[config.mk]
export PLATFORM = sky130hd
export DESIGN_NAME = ahbl_arbiter_2m
export DESIGN_NICKNAME = d
export VERILOG_FILES = /design/src/rtl/ahbl_arbiter_2m.sv
export SDC_FILE = /design/constraint.sdc
export NUM_CORES = 1
export LEC_CHECK = 0
export BUFFER_PORTS_ARGS = -buffer_cell sky130_fd_sc_hd__buf_4
export CORE_AREA = 2 2 122 124
export CTS_BUF_LIST = sky130_fd_sc_hd__clkbuf_16
export DETAILED_ROUTE_END_ITERATION = 6
export DIE_AREA = 0 0 124 126
export GPL_TIMING_DRIVEN = 0
export PLACE_DENSITY = 0.77
export SKIP_LAST_GASP = 1
export SLEW_MARGIN = 20
export SYNTH_ARGS = -nofsm -noshare
export SYNTH_HDL_FRONTEND = slang
export SYNTH_SLANG_ARGS = --single-unit
[constraint.sdc]
create_clock -name HCLK -period 5.55 [get_ports HCLK]
set_input_delay 0 -clock HCLK [delete_from_list [all_inputs] [get_ports HCLK]]
set_output_delay 0 -clock HCLK [all_outputs]
set_load 0.005 [all_outputs]
[src/rtl/ahbl_arbiter_2m.sv]
// Two-master AHB-Lite arbiter: each master's address phase is captured into a
// one-entry buffer and replayed on the shared bus as a single NONSEQ transfer.
module ahbl_arbiter_2m #(
   parameter int ARB_MODE = 0
) (
   input  logic        HCLK,
   input  logic        HRESET,
   input  logic [31:0] M0_HADDR,
   input  logic [1:0]  M0_HTRANS,
   input  logic [2:0]  M0_HSIZE,
   input  logic        M0_HWRITE,
   input  logic [31:0] M0_HWDATA,
   output logic        M0_HREADY,
   output logic [31:0] M0_HRDATA,
   input  logic [31:0] M1_HADDR,
   input  logic [1:0]  M1_HTRANS,
   input  logic [2:0]  M1_HSIZE,
   input  logic        M1_HWRITE,
   input  logic [31:0] M1_HWDATA,
   output logic        M1_HREADY,
   output logic [31:0] M1_HRDATA,
   output logic [31:0] HADDR,
   output logic [1:0]  HTRANS,
   output logic [2:0]  HSIZE,
   output logic        HWRITE,
   output logic [31:0] HWDATA,
   input  logic        HREADY,
   input  logic [31:0] HRDATA,
   output logic [1:0]  BUS_OWNER
);

   typedef enum logic [1:0] {
      IDLE = 2'd0,
      PEND = 2'd1,
      DATA = 2'd2
   } mst_state_e;

   mst_state_e  state     [2];
   logic [31:0] buf_addr  [2];
   logic [2:0]  buf_size  [2];
   logic        buf_write [2];
   logic        dp_valid;
   logic        dp_owner;
   logic        last_grant;

   logic [31:0] m_haddr  [2];
   logic [1:0]  m_htrans [2];
   logic [2:0]  m_hsize  [2];
   logic        m_hwrite [2];
   logic [1:0]  m_hready;
   logic [1:0]  capture;
   logic [1:0]  pend;
   logic        issue;
   logic        winner;

   // Only HTRANS[1] matters: IDLE and BUSY look the same to the arbiter.
   logic unused_htrans;
   assign unused_htrans = ^{M0_HTRANS[0], M1_HTRANS[0]};

   assign m_haddr[0]  = M0_HADDR;
   assign m_haddr[1]  = M1_HADDR;
   assign m_htrans[0] = M0_HTRANS;
   assign m_htrans[1] = M1_HTRANS;
   assign m_hsize[0]  = M0_HSIZE;
   assign m_hsize[1]  = M1_HSIZE;
   assign m_hwrite[0] = M0_HWRITE;
   assign m_hwrite[1] = M1_HWRITE;

   // A master's new address phase is taken exactly when it sees its HREADY high.
   always_comb begin
      for (int i = 0; i < 2; i++) begin
         // NOTE: every variable written here gets a default first, so no path infers a latch.
         m_hready[i] = 1'b1;
         pend[i]     = 1'b0;
         if (state[i] == PEND) begin
            m_hready[i] = 1'b0;
            pend[i]     = 1'b1;
         end else if (state[i] == DATA) begin
            m_hready[i] = HREADY;
         end
         capture[i] = m_htrans[i][1] & m_hready[i];
      end
   end

   always_comb begin
      issue = HREADY && (pend != 2'b00);
      if (pend == 2'b11)
         winner = (ARB_MODE == 1) ? 1'b0 : ~last_grant;
      else
         winner = pend[1];
   end

   always_comb begin
      HTRANS = 2'b00;
      HADDR  = '0;
      HSIZE  = '0;
      HWRITE = 1'b0;
      if (issue) begin
         HTRANS = 2'b10;
         HADDR  = buf_addr[winner];
         HSIZE  = buf_size[winner];
         HWRITE = buf_write[winner];
      end
   end

   assign HWDATA    = dp_valid ? (dp_owner ? M1_HWDATA : M0_HWDATA) : '0;
   assign BUS_OWNER = {dp_owner, dp_valid};
   assign M0_HREADY = m_hready[0];
   assign M1_HREADY = m_hready[1];
   assign M0_HRDATA = HRDATA;
   assign M1_HRDATA = HRDATA;

   // NOTE: non-blocking assignments, so every register updates from pre-edge values.
   always_ff @(posedge HCLK) begin
      if (HRESET) begin
         for (int i = 0; i < 2; i++) begin
            state[i]     <= IDLE;
            // NOTE: the capture buffers are cleared on reset as well, so their contents are defined from the first cycle.
            buf_addr[i]  <= '0;
            buf_size[i]  <= '0;
            buf_write[i] <= 1'b0;
         end
         dp_valid   <= 1'b0;
         dp_owner   <= 1'b0;
         last_grant <= 1'b1;
      end else begin
         for (int i = 0; i < 2; i++) begin
            case (state[i])
               IDLE:    if (capture[i]) state[i] <= PEND;
               PEND:    if (issue && (winner == 1'(i))) state[i] <= DATA;
               DATA:    if (HREADY) state[i] <= capture[i] ? PEND : IDLE;
               default: state[i] <= IDLE;
            endcase
            if (capture[i]) begin
               buf_addr[i]  <= m_haddr[i];
               buf_size[i]  <= m_hsize[i];
               buf_write[i] <= m_hwrite[i];
            end
         end
         // Data-phase ownership moves only on a ready cycle.
         if (issue) begin
            last_grant <= winner;
            dp_valid   <= 1'b1;
            dp_owner   <= winner;
         end else if (HREADY) begin
            dp_valid <= 1'b0;
         end
      end
   end

endmodule

Word level (Yosys, flattened, before mapping)
Memories as Yosys holds them, arrays and structs flattened.
Index checks and enable logic that the tools add are counted.
- equal/unequal tests: 5
- multiplexer cells: 66
- bitwise gates (word level): 18
- reduce and logical (&&, ||, !) cells: 9
- operators with widths (cell ; count):
    two-way mux 32 bit ; 5
    two-way mux 1 bit ; 49
    two-way mux 2 bit ; 9
    bitwise OR 1 bit ; 14
    two-way mux 3 bit ; 3
    equality test 2 bit, second input constant ; 3
    OR reduction 3 bit ; 2
    equality test 2 x 1 -> 1 bit, second input constant ; 2
    zero test 2 bit ; 2
    nonzero test 2 bit ; 2
    logical AND 1 bit ; 3
    AND 1 bit ; 2
    NOT 1 bit ; 2
- flip-flop bits (word level): 3
- bits in writable memories: 76
- input port bits: 175
- memories: 4
- memories (name ; depth ; bits a word ; rd ports ; clocked after memory_dff ; wr ports ; RTL line ; text):
    buf_addr ; 2 ; 32 ; 1 ; 0 ; 2 ; 39 ; logic [31:0] buf_addr [2];
    buf_size ; 2 ; 3 ; 1 ; 0 ; 2 ; 40 ; logic [2:0] buf_size [2];
    state ; 2 ; 2 ; 2 ; 0 ; 2 ; 38 ; mst_state_e state [2];
    buf_write ; 2 ; 1 ; 1 ; 0 ; 2 ; 41 ; logic buf_write [2];

Logic depth before layout (Yosys ltp)
- word-level depth: 13
- depth in mapped cells: 5
- gate-level depth less buffers: 4

Worst setup path before layout
Ideal clock, no wire load.
- path kind: reg2reg
- from: memory state[0][1] (netlist bit)
- to: memory buf_addr[0][0], enable pin
- library setup time: 399 ps
- data arrival time: 1660 ps
- data required time: 5151 ps
- slack: 3491 ps
- stages on the path, launching flop included: 4
- path buffers: 0
- clock period less this slack: 2059 ps
- cell sequence: edfxtp_1 -> nor3b_2 -> nand3b_1 -> nand2b_1
- RTL lines (item ; RTL line):
    from (decl) ; 38
    to (decl) ; 39

==> reports/results.ini <==
[global_routing]
grt_pass1_wl_mm=24.5
track_usage_pct=21.1
grt_overflow=0
grt_pass1_vias=4509
grt_max_degree=31
antenna_found_initial=0

[pwr]
sequentialPowerShare_pct=38.3
p_comb_share_pct=39.6
p_switching_w=0.000702
power_leakage_nw=3.66
p_clk_share_pct=22.1
internal-power_w=0.00164
p_sw_share_pct=30.0
ir_drop_mv=0.241
power_density_mw_per_mm2=295

[job]
maxCapViolCount=0

[yosys]
yosysSeqAreaShare_pct=50.8
syn_inst=381
synth_area_mm2=0.00461
synthSimpleGateAreaFrac_pct=17.3
synth_top_family_by_area=simple AND/OR/NAND/NOR gates
synth-xor-area-share_pct=0
yosysWarnings=0
synth.area.top_cells=edfxtp_1 49%, buf_4 11%, and2_1 9.8%
yosysUniqueCellTypes=35
synth_top_area_share_pct=49.5
synthAdderAreaFrac_pct=0
synthMuxAreaShare_pct=6.94
synth_compound_area_share_pct=9.95
ys_ff_latch=79
yosysTopAreaCell=edfxtp_1
avgSynthCellArea_um2=12.1
syn_nets=556

[critical_path]
start_kind=register
rrSetupSlack_ns=3.75
worst-endpoint-arrival_ns=2.11
r2r-start=state[1][1]$_SDFFCE_PP0P_
cp_max_fo=10
reg2reg_depth=5
reg2reg_to=state[1][0]$_DFFE_PP_
worstSetupStartpoint=state[1][0]$_DFFE_PP_
crit_path_end_kind=output pin
worstSetupPathType=reg -> out
worstPathRequired_ns=5.55

[die]
num_rows=44
io_pins=313
fp.dieH_um=126
die_area_mm2=0.0156
start_util_pct=32.2
fp.dieW_um=124
core-area_mm2=0.0143

[clocking]
cts_buffer_depth=2
cts_setup_buffers=0
cts-root-buf=clkbuf_16
cts_tree=built
clkSinkCount=79
clkSlewWorstSetupHoldPaths_ns=0.06
clkLatencyLatePin_ns=0.33
cts-resized-gates=0
cts_made_buffers=9
ctsHoldBuffers=72
htreeDepth=3

[timing]
worstMarginPinSlew_ns=0.562
hold_viol=0
tns_ns=0
final_max_slew_viol_count=0
fin_crit_sh_pct=38.0
setup_violations=0
clock_skew_ns=0.00698
rsz0062_at_grt=no
period_needed_ns=2.11
worst_slack_ns=3.44
maxSlewHeadroom_pct=62.4
fmax_mhz=475

[cells_and_area]
final_core_util_pct=55.5
drive_gt1_share_pct=52.0
final_cell_mix=346 x buf_4, 76 x edfxtp_1, 72 x and2_1, 72 x dlygate4sd3_1, 36 x a22o_1
nets=918
antenna_cells=0
fillCellCount=1173
final_common_cell=buf_4
area_growth_pct=72.2

[place]
gp_congestion=0.747
place_ws_ns=3.72
hpwl_mm=12.2
io_buffers=277

[min_path]
hold_class=in -> reg
holdPathStages=3
min_from=M1_HTRANS[1]
min_to=state[1][0]$_DFFE_PP_

[drt]
drt_pass1_iterations=4
drc=0
drtIter0Drc=140
ant_nets=0
avgRoutedWirePerCell_um=18.2
drt_wl_total_mm=16.9
vias=4242
drt-vias-per-instance=4.56

[outcome]
status=finished clean

## kinds of logic (layout without fill, tap and decap cells)
logic type,Yosys count,count (layout)
other,1,1
buffers and inverters,93,458
multiplexers,32,32
flip-flops,79,79
AO/OA/AOI/OAI,50,50
AND/OR/NAND/NOR,126,126
## worst max path at each step
stage / cells past startpoint / slack [ns] / endpoint
final: 6 / 3.44 / HADDR[2]
after global routing: 6 / 3.30 / HADDR[2]
after CTS: 6 / 3.40 / HADDR[2]
after detailed placement: 5 / 3.72 / state[1][1]$_SDFFCE_PP0P_
after global placement: 3 / 2.99 / buf_addr[0][9]$_SDFFCE_PN0P_
after floorplan: 3 / 3.49 / buf_addr[0][0]$_SDFFCE_PN0P_
## stage by stage
stage                     hold WS (ns)  area (µm²)  instances  total power, W
final                           0.0182        7940        930         0.00234
after global routing            0.0334        7940        930         0.00246
after CTS                       0.0187        7940        930         0.00235
after detailed placement         0.166        6970        844         0.00179
after global placement           0.167        6920        842         0.00176
after floorplan                 0.0808        4610        381         0.00136
## power groups by stage
stage | logic, W | clock network, W | registers [W]
final | 0.000927 | 0.000517 | 0.000897
after global routing | 0.00100 | 0.000544 | 0.000911
after CTS | 0.000932 | 0.000520 | 0.000895
after detailed placement | 0.000887 | 0 | 0.000907
after global placement | 0.000856 | 0 | 0.000903
after floorplan | 0.000472 | 0 | 0.000890
## area by class of cell
class                      count  area (µm²)  share of cell area [%]
buffer                        90         679                    8.55
clock buffer                   9         225                    2.84
clock inverter                 5        28.8                   0.362
inverter                       3        11.3                   0.142
multi-input combinational    209        1590                    20.0
sequential                    79        2340                    29.5
tap                          184         230                    2.90
timing repair buffer         351        2840                    35.8
## critical path: stages (launching register included)
cell      delay, ns
edfxtp_1       0.47
nand2b_2       0.20
nor2_2         0.09
nor3_4         0.45
buf_6          0.23
a22o_1         0.20
buf_4          0.13
## layer usage
metal	GRT usage, %	part of all wire, %	vias to the layer above	routed length [µm]
met5	0	0	-	0
met4	6.68	2.0	0	337
met3	4.89	9.0	23	1530
met2	41.9	55	234	9390
met1	20.9	34	1991	5670
li1	-	-	1994	-
## flip-flops by register name, indices dropped and copies added, names as in the netlist
signal / flops
buf_addr: 64
buf_size: 6
buf_write: 2
dp_owner: 1
dp_valid: 1
last_grant: 1
state: 4
## cells in the mapped netlist (all sizes together)
cell      n
and2     72
inv       3
o41ai     1
nor2      4
nor3b     1
a22o     36
nor2b    33
conb      1
a2111oi   1
clkbuf    5
and2b     1
o211ai    1
nand2b    7
mux2i    32
a21oi     4
nand2     2
nand3     1
a21o      1
a211oi    1
o21a      2
a211o     1
nor4      1
nor3      2
buf      85
o32a      1
nand3b    2
dfxtp     3
edfxtp   76
a21boi    1
Power figures use the tool's default switching activity.
